<file path="src/rtl/cpu_decode_pkg.sv">
// cpu_decode_pkg: shared CPU records, ALU operation enum, memory widths and the
// RV32IM/Zicsr/F instruction classifier used by the decode stage.
package cpu_decode_pkg;
    localparam int TAG_W = 8;

    localparam logic [1:0] MEM_BYTE = 2'd0;
    localparam logic [1:0] MEM_HALF = 2'd1;
    localparam logic [1:0] MEM_WORD = 2'd2;

    localparam logic [6:0] OP_LUI    = 7'b0110111;
    localparam logic [6:0] OP_AUIPC  = 7'b0010111;
    localparam logic [6:0] OP_JAL    = 7'b1101111;
    localparam logic [6:0] OP_JALR   = 7'b1100111;
    localparam logic [6:0] OP_BRANCH = 7'b1100011;
    localparam logic [6:0] OP_LOAD   = 7'b0000011;
    localparam logic [6:0] OP_STORE  = 7'b0100011;
    localparam logic [6:0] OP_IMM    = 7'b0010011;
    localparam logic [6:0] OP_REG    = 7'b0110011;
    localparam logic [6:0] OP_FENCE  = 7'b0001111;
    localparam logic [6:0] OP_SYSTEM = 7'b1110011;
    localparam logic [6:0] OP_FLW    = 7'b0000111;
    localparam logic [6:0] OP_FSW    = 7'b0100111;
    localparam logic [6:0] OP_FP     = 7'b1010011;
    localparam logic [6:0] OP_FMADD  = 7'b1000011;
    localparam logic [6:0] OP_FMSUB  = 7'b1000111;
    localparam logic [6:0] OP_FNMSUB = 7'b1001011;
    localparam logic [6:0] OP_FNMADD = 7'b1001111;

    typedef enum logic [3:0] {
        ALU_ADD, ALU_SUB, ALU_AND, ALU_OR, ALU_XOR, ALU_SLL, ALU_SRL, ALU_SRA,
        ALU_EQ, ALU_NE, ALU_LT, ALU_GE, ALU_LTU, ALU_GEU
    } alu_operation_t;

    typedef struct packed {
        logic [TAG_W-1:0] tag;
        logic [31:0]      pc;
        logic [31:0]      instruction;
        logic [4:0]       inst_rs1;
        logic [4:0]       inst_rs2;
        logic [4:0]       inst_rs3;
        logic [4:0]       inst_rd;
    } fetch_data_t;

    typedef struct packed {
        alu_operation_t alu_operation;
        logic           arithmetic;
        logic           shift;
        logic           compare;
        logic           jump;
        logic           jump_conditional;
        logic           memory_read;
        logic           memory_write;
        logic [1:0]     memory_width;
        logic           memory_signed;
        logic           complex;
        logic           csr;
        logic           fpu;
        logic           illegal;
    } decode_ctrl_t;

    typedef struct packed {
        logic [TAG_W-1:0] tag;
        logic [31:0]      pc;
        logic [31:0]      instruction;
        logic [4:0]       rd;
        logic [31:0]      rs1;
        logic [31:0]      rs2;
        logic [31:0]      rs3;
        logic [31:0]      immediate;
        decode_ctrl_t     ctrl;
    } decode_data_t;

    function automatic alu_operation_t alu_op(input logic [2:0] f3, input logic alt);
        return f3 == 3'd0 ? (alt ? ALU_SUB : ALU_ADD) : f3 == 3'd1 ? ALU_SLL :
               f3 == 3'd2 ? ALU_LT : f3 == 3'd3 ? ALU_LTU : f3 == 3'd4 ? ALU_XOR :
               f3 == 3'd5 ? (alt ? ALU_SRA : ALU_SRL) : f3 == 3'd6 ? ALU_OR : ALU_AND;
    endfunction

    function automatic alu_operation_t branch_op(input logic [2:0] f3);
        return f3 == 3'd0 ? ALU_EQ : f3 == 3'd1 ? ALU_NE : f3 == 3'd4 ? ALU_LT :
               f3 == 3'd5 ? ALU_GE : f3 == 3'd6 ? ALU_LTU : ALU_GEU;
    endfunction

    function automatic logic [31:0] select_operand(input logic [4:0] idx, input logic [31:0] rf,
                                                   input logic wb_valid, input logic [4:0] wb_rd,
                                                   input logic [31:0] wb_data);
        return idx == 5'd0 ? 32'd0 : (wb_valid && wb_rd == idx) ? wb_data : rf;
    endfunction

    function automatic decode_ctrl_t decode_instruction(input logic [31:0] inst, input logic fpu_en);
        decode_ctrl_t c;
        logic [2:0]   f3;
        logic [6:0]   f7;
        logic         ok;
        f3 = inst[14:12];
        f7 = inst[31:25];
        c  = '0;
        ok = 1'b0;
        case (inst[6:0])
            OP_LUI, OP_AUIPC: begin ok = 1'b1; c.arithmetic = 1'b1; end
            OP_JAL:           begin ok = 1'b1; c.jump = 1'b1; end
            OP_JALR:          begin ok = f3 == 3'd0; c.jump = 1'b1; end
            OP_BRANCH: begin
                ok = f3[2:1] != 2'b01;
                c.jump_conditional = 1'b1;
                c.alu_operation = branch_op(f3);
            end
            OP_LOAD: begin
                ok = f3 != 3'd3 && f3 < 3'd6;
                c.memory_read = 1'b1;
                c.memory_width = f3[1:0];
                c.memory_signed = !f3[2];
            end
            OP_STORE: begin
                ok = f3 < 3'd3;
                c.memory_write = 1'b1;
                c.memory_width = f3[1:0];
            end
            OP_IMM, OP_REG: begin
                // inst[5] separates register-register from register-immediate forms
                c.complex = inst[5] && f7 == 7'd1;
                ok = (!inst[5] && f3 != 3'd1 && f3 != 3'd5) || c.complex || f7 == 7'd0 ||
                     (f7 == 7'h20 && (f3 == 3'd5 || (inst[5] && f3 == 3'd0)));
                if (!c.complex) begin
                    c.alu_operation = alu_op(f3, f7[5] && (f3 == 3'd5 || inst[5]));
                    c.shift = f3[1:0] == 2'b01;
                    c.compare = f3[2:1] == 2'b01;
                    c.arithmetic = !c.shift && !c.compare;
                end
            end
            OP_FENCE:  ok = 1'b1;
            OP_SYSTEM: begin ok = f3[1:0] != 2'b00; c.csr = 1'b1; end
            OP_FLW, OP_FSW: begin ok = fpu_en && f3 == 3'd2; c.fpu = 1'b1; end
            OP_FP, OP_FMADD, OP_FMSUB, OP_FNMSUB, OP_FNMADD: begin ok = fpu_en; c.fpu = 1'b1; end
            default: ok = 1'b0;
        endcase
        if (!ok) begin
            c = '0;
            c.illegal = 1'b1;
        end
        return c;
    endfunction
endpackage

</file>
<file path="src/rtl/cpu_decode_immediate.sv">
// cpu_decode_immediate: selects the instruction format from the opcode and
// assembles the 32-bit immediate.
module cpu_decode_immediate
    import cpu_decode_pkg::*;
(
    input  logic [31:0] i_instruction,
    output logic [31:0] o_immediate
);
    logic [6:0]  w_op;
    logic [31:0] w_i, w_s, w_b, w_u, w_j, w_z;

    assign w_op = i_instruction[6:0];
    assign w_i  = {{20{i_instruction[31]}}, i_instruction[31:20]};
    assign w_s  = {{20{i_instruction[31]}}, i_instruction[31:25], i_instruction[11:7]};
    assign w_b  = {{19{i_instruction[31]}}, i_instruction[31], i_instruction[7],
                   i_instruction[30:25], i_instruction[11:8], 1'b0};
    assign w_u  = {i_instruction[31:12], 12'b0};
    assign w_j  = {{11{i_instruction[31]}}, i_instruction[31], i_instruction[19:12],
                   i_instruction[20], i_instruction[30:21], 1'b0};
    assign w_z  = {27'b0, i_instruction[19:15]};

    // CSR register forms use the I layout; the immediate forms carry a 5-bit zero-extended value
    assign o_immediate =
        (w_op == OP_LOAD || w_op == OP_JALR || w_op == OP_IMM || w_op == OP_FLW ||
         (w_op == OP_SYSTEM && !i_instruction[14])) ? w_i :
        (w_op == OP_SYSTEM)                         ? w_z :
        (w_op == OP_STORE || w_op == OP_FSW)        ? w_s :
        (w_op == OP_BRANCH)                         ? w_b :
        (w_op == OP_LUI || w_op == OP_AUIPC)        ? w_u :
        (w_op == OP_JAL)                            ? w_j : 32'd0;
endmodule

</file>
<file path="src/rtl/cpu_decode.sv">
// cpu_decode: second pipeline stage; captures a fetch record on tag change and
// registers operands, immediate and operation class for execute.
module cpu_decode
    import cpu_decode_pkg::*;
#(
    parameter bit ENABLE_FPU = 1'b0
) (
    input  logic         i_clock,
    input  logic         i_reset,
    input  fetch_data_t  i_data,
    output logic         o_busy,
    input  logic [31:0]  i_rs1,
    input  logic [31:0]  i_rs2,
    input  logic [31:0]  i_rs3,
    input  logic         i_wb_valid,
    input  logic [4:0]   i_wb_rd,
    input  logic [31:0]  i_wb_rdata,
    input  logic         i_busy,
    output decode_data_t o_data
);
    logic [TAG_W-1:0] r_last_tag;
    logic             w_capture;
    decode_ctrl_t     w_ctrl;
    logic [31:0]      w_immediate;

    assign o_busy    = i_busy;
    assign w_capture = i_data.tag != r_last_tag && !i_busy;
    assign w_ctrl    = decode_instruction(i_data.instruction, ENABLE_FPU);

    cpu_decode_immediate u_immediate (
        .i_instruction (i_data.instruction),
        .o_immediate   (w_immediate)
    );

    always_ff @(posedge i_clock) begin
        if (i_reset) begin
            r_last_tag <= '0;
            o_data     <= '0;
        end else if (w_capture) begin
            r_last_tag         <= i_data.tag;
            o_data.tag         <= o_data.tag + TAG_W'(1);
            o_data.pc          <= i_data.pc;
            o_data.instruction <= i_data.instruction;
            o_data.rd          <= i_data.inst_rd;
            // Illegal encodings forward only pc/instruction so execute can trap cleanly
            o_data.rs1         <= w_ctrl.illegal ? '0 : select_operand(i_data.inst_rs1, i_rs1, i_wb_valid, i_wb_rd, i_wb_rdata);
            o_data.rs2         <= w_ctrl.illegal ? '0 : select_operand(i_data.inst_rs2, i_rs2, i_wb_valid, i_wb_rd, i_wb_rdata);
            o_data.rs3         <= w_ctrl.illegal ? '0 : select_operand(i_data.inst_rs3, i_rs3, i_wb_valid, i_wb_rd, i_wb_rdata);
            o_data.immediate   <= w_ctrl.illegal ? '0 : w_immediate;
            o_data.ctrl        <= w_ctrl;
        end
    end
endmodule

</file>
<file path="config.mk">
export PLATFORM = sky130hd
export DESIGN_NAME = cpu_decode
export DESIGN_NICKNAME = d
export VERILOG_FILES = /design/src/rtl/cpu_decode_pkg.sv /design/src/rtl/cpu_decode_immediate.sv /design/src/rtl/cpu_decode.sv
export SDC_FILE = /design/constraint.sdc
export NUM_CORES = 1
export LEC_CHECK = 0
export ABC_CLOCK_PERIOD_IN_PS = 2800
export BUFFER_PORTS_ARGS = -buffer_cell sky130_fd_sc_hd__buf_2
export CAP_MARGIN = 10
export CORE_AREA = 2 2 174 176
export DETAILED_ROUTE_END_ITERATION = 10
export DIE_AREA = 0 0 176 178
export PLACE_DENSITY = 0.58
export SYNTH_ARGS = -nofsm -noshare
export SYNTH_HDL_FRONTEND = slang
export SYNTH_SLANG_ARGS = --single-unit
</file>
<file path="constraint.sdc">
create_clock -name i_clock -period 2.8 [get_ports i_clock]
set_input_delay 0.42 -clock i_clock [delete_from_list [all_inputs] [get_ports i_clock]]
set_output_delay 0.42 -clock i_clock [all_outputs]
set_load 0.005 [all_outputs]
</file>
Word level (Yosys, flattened, before mapping)
Index checks and enable logic that the tools add are counted.
Word-level totals
  output and inout bits: 224
  register bits after elaboration: 231
  input port bits: 229
  word-level logic and storage cells: 148
Operators by class
  add/subtract/negate cells: 1
  equal/unequal tests: 36
  order comparisons: 2
  reductions and logical operators: 41
  mux-type cells: 45
Operator list (number)
  two-way mux 32 bit: 16
  equality test 7 bit, second input constant: 9
  equality test 7 x 6 -> 1 bit, second input constant: 5
  two-way mux 18 bit: 1
  two-way mux 3 bit: 6
  two-way mux 4 bit: 4
  equality test 5 bit: 3
  zero test 5 bit: 3
  equality test 7 x 5 -> 1 bit, second input constant: 2
  logical AND 1 bit: 13
  two-way mux 1 bit: 12
  logical OR 1 bit: 11
  equality test 3 bit, second input constant: 3
  adder 8 x 1 -> 8 bit, second input constant: 1
  != test 8 bit: 1
  one-hot mux 4 bit (2 select lines): 1
  OR reduction 2 bit: 4
  equality test 7 x 1 -> 1 bit, second input constant: 1
  equality test 7 x 2 -> 1 bit, second input constant: 1
  equality test 7 x 3 -> 1 bit, second input constant: 1
  equality test 7 x 4 -> 1 bit, second input constant: 1
  zero test 7 bit: 1
  two-way mux 7 bit: 1
  one-hot mux 1 bit (7 select lines): 1
  16 further kinds: 23

Longest topological paths before layout
Gate-level depths: netlist of run 1.
  depth after elaboration: 14
  depth in mapped cells: 9

Hierarchy
Synthesis of run 1 repeated with hierarchy kept, for this count alone.
Unflattened totals
  cells, all modules: 1073
  area, all modules: 10406.2 um^2
By module, submodules not included
  cpu_decode: instances 1, area an instance 9557.9 um^2, cells an instance 968, sequential area each 4624.4 um^2
  cpu_decode_immediate: instances 1, area an instance 848.3 um^2, cells an instance 105, sequential area each 0.0 um^2

Least setup slack after synthesis of run 1
No wires, ideal clock.
  kind: input port to flip-flop
  start point: input i_data[25] in the netlist's numbering
  end point: register o_data[35] in the netlist's numbering
  stages: 8
  buffers on the path: 3
  arrival: 1936 ps
  path slack: 803 ps
  cell sequence: buf_2 > xor2_1 > or4_1 > o21ai_2 > or2_1 > buf_4 > buf_6 > a32o_1
Between the ends
  word-level cells in the longest chain between the ends: 9
  elaborated cells on any way between the ends: 41
  those cells by class: eq/ne: 13; mux: 9; reduce/logical: 19
Ends and longest elaborated chain
  start, declared: line cpu_decode.sv:10  | input fetch_data_t i_data,
  parallel branches: the longest is 8 deep, another holds two-way mux 32 bit
  two-way mux 32 bit *: line cpu_decode.sv:49  | o_data.immediate <= w_ctrl.illegal ? '0 : w_immediate;
  end, declared: line cpu_decode.sv:19  | output decode_data_t o_data
Every way passes the cells marked *.
A chain may end at the register's enable or synchronous reset.

Final worst setup path of run 1
  start point: register r_last_tag[2]
  end point: register o_data[47] in the netlist's numbering
Between the ends
  word-level cells in the longest chain between the ends: 2
Ends and longest elaborated chain
  start, declared: line cpu_decode.sv:21  | logic [TAG_W-1:0] r_last_tag;
  start signal, assigned: line cpu_decode.sv:40  | r_last_tag <= i_data.tag;
  != test 8 bit: line cpu_decode.sv:27  | assign w_capture = i_data.tag != r_last_tag && !i_busy;
  logical AND 1 bit: line cpu_decode.sv:27
Every way passes these cells.

==> impl_results.md, run 1 <==
- Status: complete, no violations
- Leak: 6.22 nW
- Hold endpoint: o_data[199]
- Worst path cell trace: xor2_1 > nor4_1 > a21oi_4 > buf_4 > nand2b_1 > a21oi_2 > a32o_1
- Crit Reg-Reg Endpoint: o_data[47]
- Largest family of logic cells by synthesized area: multiplexers
- CTS sink cnt: 231
- Startpoint Class: flip-flop
- Final Hold Vio Count: 0
- Clock-pin slew on the worst setup and hold paths: 0.06 ns
- Post-CTS sizing: 0
- Worst setup path start: r_last_tag[2]
- Synth Area in XOR/XNOR: 0.0278
- CP Data Required Time: 3.27 ns
- Top cells by area, synth: dfxtp_1 47%, mux2i_1 18%, o21ai_0 5.4%
- Clk pwr share: 0.456
- Primary FF master, synth: dfxtp_1
- Worst R2R Path Depth: 7
- Largest net degree at the start of global routing: 109
- Synth Net Count: 1284
- Multiplexer share of the synthesized area: 0.185
- Net switching power: 1.86 mW
- DR DRC count: 0
- Initial antenna violation count: 3
- Seq/Total Area, Yosys: 0.473
- Initial drt markers: 479
- Vias in the first global route: 9004
- Total GRT Usage: 0.216
- Global-route wire length before repair: 52600 um
- Worst relative slew slack: 0.395
- Simple-Gate Fraction of Synth Area: 0.138
- Delay-heaviest family, CP: compound AO/OA/AOI/OAI gates
- Later-pin clock latency in the skew report: 0.53 ns
- Die area: 31300 um2
- Worst-Margin Slew: 0.908 ns
- Drt wl/cell: 18.9 um
- Setup bufs post-CTS: 0
- R2r setup slk: 0.51 ns
- Sw Ratio: 0.241
- Crit-path max FO: 19
- Hold depth: 3
- Die height: 178 um
- FP Rows: 63
- Post-synth ARST share: 0
- Synthesized cell area: 9780 um2
- Core Footprint: 29400 um2
- Crit path buffers/inverters: 1
- Period utilization: 0.818
- Max Cap Violations: 0
- Layout area overhead: 35.9%
- Post-synthesis compound-gate area fraction: 0.136
- Final setup violation count: 0
- RD Place Congestion: 0.831
- Total gr overflow: 0
- Final ANT Viol Nets: 0
- GR peak layer: met2
- Ports: 453
- Clk root buf: clkbuf_16
- Slowest CP cell: a21oi_2
- Initial Util: 0.333
- Crit end category: flip-flop
- Pwr per Cell Area: 580 nW/um2
- Placed cell count: 1833
- Max Transition Viols Final: 0
- Final wirelength: 35600 um
- Post-synthesis cell count: 1054
- CTS H-Tree Depth: 1
- Fin nets: 1701
- Clock buffer count from CTS: 26
- Hold Startpoint: i_data[68]
- P_int: 5.85 mW
- Met1 usage: 0.245
- DPL Wire Length: 26900 um
- Number of synthesized flops with an enable pin: 0
- Synth area leader: dfxtp_1
- CTS Hold Bufs: 0
- CP Class: reg2reg
- Layout Cells excl Fill: 1881
- Unrepaired setup endpoints after global routing: no
- Final clock skew: 0.0152 ns
- Die Span X: 176 um
- Fin crit period: 2.29 ns
- Synth Warn #: 0
- Sequential Power Share: 0.443
- PortBufs: 452
- Routed via count: 9184
- Setup TNS: 0 ns
- Layout cells sized above 1: 0.352
- RR Startpoint: r_last_tag[2]
- Worst hold slack: 0.122 ns
- Gate power share: 0.100
- 1st-pass router iterations: 5
- Max Buffers Root-to-Sink: 3
- Syn_area_per_cell: 9.28 um2
- WP data arrival: 2.76 ns
- GRT met2 Usage: 0.387
- Via density: 4.88
- Peak VDD IR: 0.000476 V
- FMAX: 436 MHz
- GR Util met3: 0.0673
- Post-synth cell types: 56
- Hold Crit Class: in2reg
- CTS tree: done
- Synth Register Bits: 231
- Post-Synth Adder-Cell Area: 0.00128
- Crit path largest cell delay: 0.70 ns
- Post-synth top area share: 0.473
## cells by family after synthesis
kind of cell / Yosys count
buffers and inverters: 85
AOI/OAI and AO/OA: 212
muxes: 181
DFF: 231
and+or+nand+nor: 313
adders and majority gates: 1
xor gates and xnor gates: 31
## cell usage in the layout, fill, tap and decap left out, types with 5 or more instances in the layout
cell,synthesis,final
buf_2,29,451
dfxtp_1,231,231
mux2i_1,180,180
nand2_1,135,135
nor2_1,109,109
o21ai_0,105,105
o21ai_1,28,28
xor2_1,27,27
a32o_1,27,27
clkbuf_16,0,27
nor3_1,11,11
a21oi_1,12,11
nand4_1,10,10
buf_4,4,9
a21o_1,8,8
inv_1,7,7
buf_12,0,7
nor4_1,6,6
nand3_1,6,6
nor3b_1,6,6
o31ai_1,5,5
nand2b_1,5,5
nor2b_1,5,5
clkinv_2,0,5
## how the worst max path moves through the flow
stage	end	slack, ns	depth (start not counted)
floorplan	o_data[35]	0.80	8
global placement	o_data[27]	0.32	7
global route	o_data[47]	0.31	7
finish	o_data[47]	0.51	7
CTS	o_data[44]	0.49	7
detailed placement	o_data[27]	0.24	7
## sequential cells by signal (all words and copies together) (netlist names)
| register | flops |
|---|---|
| r_last_tag | 8 |
| o_data | 223 |
## tightest hold or removal path: stages
cell and delay, ns:
buf_2 0.07, mux2i_1 0.05, nor2_1 0.07
## routing by layer
| layer | up-vias | wire length [um] |
|---|---|---|
| li1 | 4513 | - |
| met1 | 4251 | 13700 |
| met2 | 361 | 17700 |
| met3 | 55 | 3090 |
| met4 | 4 | 1160 |
| met5 | - | 23 |
## Yosys cell counts (all sizes together), types with 10 or more instances
master  number
xor2        27
nor2       110
buf         36
o21ai      134
nand2      135
a32o        27
nand4       10
dfxtp      231
clkbuf      42
nor3        11
mux2i      180
a21oi       13
## metrics by stage
stage | utilization | setup slack (ns) | instance area [um2] | total power [mW]
after floorplan | - | 0.803 | 9780 | 3.87
after global placement | 0.422 | 0.318 | 12400 | 4.26
after detailed placement | 0.422 | 0.243 | 12400 | 4.27
after CTS | 0.452 | 0.490 | 13300 | 7.82
after global routing | 0.452 | 0.309 | 13300 | 8.03
final | 0.452 | 0.508 | 13300 | 7.71
## power groups by stage
stage	logic, mW	registers [mW]	clock network, mW
2_1_floorplan	0.373	3.49	0
3_3_place_gp	0.773	3.49	0
3_5_place_dp	0.781	3.49	0
4_1_cts	0.782	3.42	3.62
5_1_grt	0.850	3.43	3.75
6_report	0.774	3.42	3.52
## area by class of cell
| type | instances | area (um2) |
|---|---|---|
| fillers | 2959 | 16100 |
| repair buffers | 467 | 2460 |
| clock buffers | 35 | 746 |
| clock inverters | 11 | 139 |
| diodes | 2 | 5.00 |
| well taps | 390 | 488 |
| inverters | 7 | 26.3 |
| multi-input cells | 738 | 4800 |
| flip-flops and latches | 231 | 4620 |
(Power assumes the default switching activity.)
==> run 2, diff against run 1 <==
--- a/config.mk
+++ b/config.mk
@@ -5,13 +5,14 @@
 export SDC_FILE = /design/constraint.sdc
 export NUM_CORES = 1
 export LEC_CHECK = 0
-export ABC_CLOCK_PERIOD_IN_PS = 2800
+export ABC_AREA = 1
+export ABC_CLOCK_PERIOD_IN_PS = 2300
 export BUFFER_PORTS_ARGS = -buffer_cell sky130_fd_sc_hd__buf_2
 export CAP_MARGIN = 10
-export CORE_AREA = 2 2 174 176
+export CORE_AREA = 2 2 178 180
 export DETAILED_ROUTE_END_ITERATION = 10
-export DIE_AREA = 0 0 176 178
-export PLACE_DENSITY = 0.58
+export DIE_AREA = 0 0 180 182
+export PLACE_DENSITY = 0.64
 export SYNTH_ARGS = -nofsm -noshare
 export SYNTH_HDL_FRONTEND = slang
 export SYNTH_SLANG_ARGS = --single-unit
==> constraint.sdc (replaced) <==
create_clock -name i_clock -period 2.3 [get_ports i_clock]
set_input_delay 0.345 -clock i_clock [delete_from_list [all_inputs] [get_ports i_clock]]
set_output_delay 0.345 -clock i_clock [all_outputs]
set_load 0.005 [all_outputs]
==> run 2 against run 1 <==
Net effect: power grew 32%; worst setup slack lost 0.22 ns; combinational power grew 90%; first-iteration DRC count grew 130%; critical path type unchanged; critical endpoint is now o_data[152]; largest cell class unchanged; largest power group unchanged; highest routed layer is now met4.
==> impl_results.md, run 2 <==
- Top reg by flops: o_data
- Die height: 182 um
- Highest routed layer: met4
- FMAX: 497 MHz
- Leak: 8.29 nW
- Initial Util: 0.389
- Unrepaired setup endpoints after global routing: no
- Setup bufs post-CTS: 0
- Sequential cell area: 4620 um2
- Final wirelength: 49000 um
- CTS H-Tree Depth: 1
- Met2 Routed Length: 23100 um
- Max reg flops: 223
- Slowest CP cell: o21ai_0
- Layout cells sized above 1: 0.251
- Worst relative slew slack: 0.393
- Status: complete, no violations
- CP Data Required Time: 2.72 ns
- Initial drt markers: 1116
- Synthesized cell area: 12100 um2
- Crit path largest cell delay: 0.35 ns
- M1 WL: 19300 um
- Startpoint Class: flip-flop
- Clock buffer count from CTS: 27
- Number of synthesized flops with an enable pin: 0
- Final Hold Vio Count: 0
- RD Place Congestion: 0.972
- Post-synth top area share: 0.383
- Primary FF master, synth: dfxtp_1
- Die Span X: 180 um
- PnR worst setup slack: 0.286 ns
- WP data arrival: 2.43 ns
- Initial antenna violation count: 7
- Synth area leader: dfxtp_1
- Crit path buffers/inverters: 3
- Core Footprint: 31000 um2
- Max Buffers Root-to-Sink: 3
- RR Startpoint: r_last_tag[3]
- Filler cells: 3228
- Vias in the first global route: 13900
- Largest registers: o_data x223, r_last_tag x8
- Syn_area_per_cell: 6.19 um2
- Synth Register Bits: 231
- 1st-pass router iterations: 5
- Synth Net Count: 2178
- Total GRT Usage: 0.287
- Post-route cell area: 15900 um2
- Period utilization: 0.876
- Largest net degree at the start of global routing: 155
- Most frequent cells in the layout: 604 x nand2_1, 451 x buf_2, 262 x nor2_1
- Worst-Margin Slew: 0.911 ns
- Post-synth cell types: 31
- Cell Area, Placed: 14900 um2
- Critical path depth: 10
- Pwr per Cell Area: 640 nW/um2
- Final ANT Viol Nets: 0
- Most common cell after layout, fill and taps aside: nand2_1
- Die area: 32800 um2
- Worst setup path start: r_last_tag[3]
- Peak VDD IR: 0.000483 V
- Via density: 5.13
- Synth Warn #: 0
- Total gr overflow: 0
- CTS tree: done
- Post-synthesis cell count: 1948
- Global-route wire length before repair: 75700 um
- Routed via count: 14300
- CTS Hold Bufs: 0
- Clock-pin slew on the worst setup and hold paths: 0.06 ns
- Post-CTS sizing: 0
- Hold Crit Class: in2reg
- Crit-path max FO: 54
- CTS sink cnt: 231
- Clk root buf: clkbuf_16
- Delay-heaviest family, CP: simple AND/OR/NAND/NOR gates
- Worst R2R Path Depth: 10
- FP Rows: 65
- Hold Startpoint: i_data[52]
- Top cells by area, synth: dfxtp_1 38%, nand2_1 19%, nor2_1 8.3%
- Crit end category: flip-flop
- PortBufs: 452
- DPL Wire Length: 36100 um
- Fin crit period: 2.01 ns
- CP Class: reg2reg
- Max Cap Violations: 0
- Hold depth: 3
- Seq/Total Area, Yosys: 0.383
- Fin nets: 2587
- DR DRC count: 0
- Final setup violation count: 0
- Final clock skew: 0.0283 ns
- Setup TNS: 0 ns
- Worst path cell trace: nand2_1 > inv_1 > o21ai_1 > nor2_1 > nand2_1 > nand2_4 > buf_12 > buf_12 > o21ai_0 > nor2_1
- Detailed-routed wire length on met3: 4280 um
- Worst slack at placement: 0.0258 ns
- Area of the multi-input gates: 6110 um2
- Ports: 453
- Cell with the most instances after synthesis: nand2_1
- Post-synth ARST share: 0
- Layout area overhead: 31.7%
- Max Transition Viols Final: 0
- Synth top cells by count: 605 x nand2_1, 267 x nor2_1, 231 x dfxtp_1
- Later-pin clock latency in the skew report: 0.54 ns
- Drt wl/cell: 17.6 um
-- run 2: power breakdown --
part,internal [mW],switching (mW),total (mW)
clock network,2.77,1.74,4.51
registers,4.12,0.0656,4.19
logic,0.529,0.941,1.47
total,7.42,2.75,10.2
-- run 2: tightest hold or removal path: stages --
cell	delay (ns)
buf_2	0.08
o21ai_0	0.07
nor2_1	0.08
-- run 2: area by class of cell --
class / instances / share of cell area
Tap cell: 402 / 0.0317
Multi-Input combinational cell: 1384 / 0.385
Timing Repair Buffer: 515 / 0.186
Inverter: 198 / 0.0468
Sequential cell: 231 / 0.291
Antenna cell: 8 / 0.00126
Clock inverter: 8 / 0.00748
Clock buffer: 40 / 0.0513
-- run 2: through the flow --
step,utilization,hold slack (ns),std cells,total power [mW]
global route,0.513,0.0719,2784,10.6
detailed placement,0.482,0.432,2730,5.72
global placement,0.482,0.428,2729,5.71
CTS,0.512,0.0367,2778,10.2
finish,0.513,0.0564,2786,10.2
floorplan,-,0.435,1948,5.03
-- run 2: kinds of logic (layout without fill, tap and decap cells) --
| family | count (synthesis) | count (layout) | share of synthesized area |
|---|---|---|---|
| other | 0 | 8 | 0 |
| and+or+nand+nor | 1099 | 1099 | 0.381 |
| buffers and inverters | 333 | 761 | 0.114 |
| xor gates and xnor gates | 8 | 8 | 0.00581 |
| DFF | 231 | 231 | 0.383 |
| adders and majority gates | 1 | 1 | 0.00104 |
| AOI/OAI and AO/OA | 276 | 276 | 0.116 |
-- run 2: metal layers --
layer | GRT usage | vias up
met3 | 0.0606 | 125
met4 | 0.134 | 0
met1 | 0.340 | 6497
met5 | 0 | -
li1 | - | 6998
met2 | 0.496 | 667
-- run 2: worst paths after layout --
| path | to | slack, ns |
|---|---|---|
| worst max-delay path | o_data[152] | 0.29 |
| worst min-delay path | o_data[183] | 0.06 |
| worst max register to register | o_data[152] | 0.29 |
| worst min register to register | o_data[1] | 0.44 |
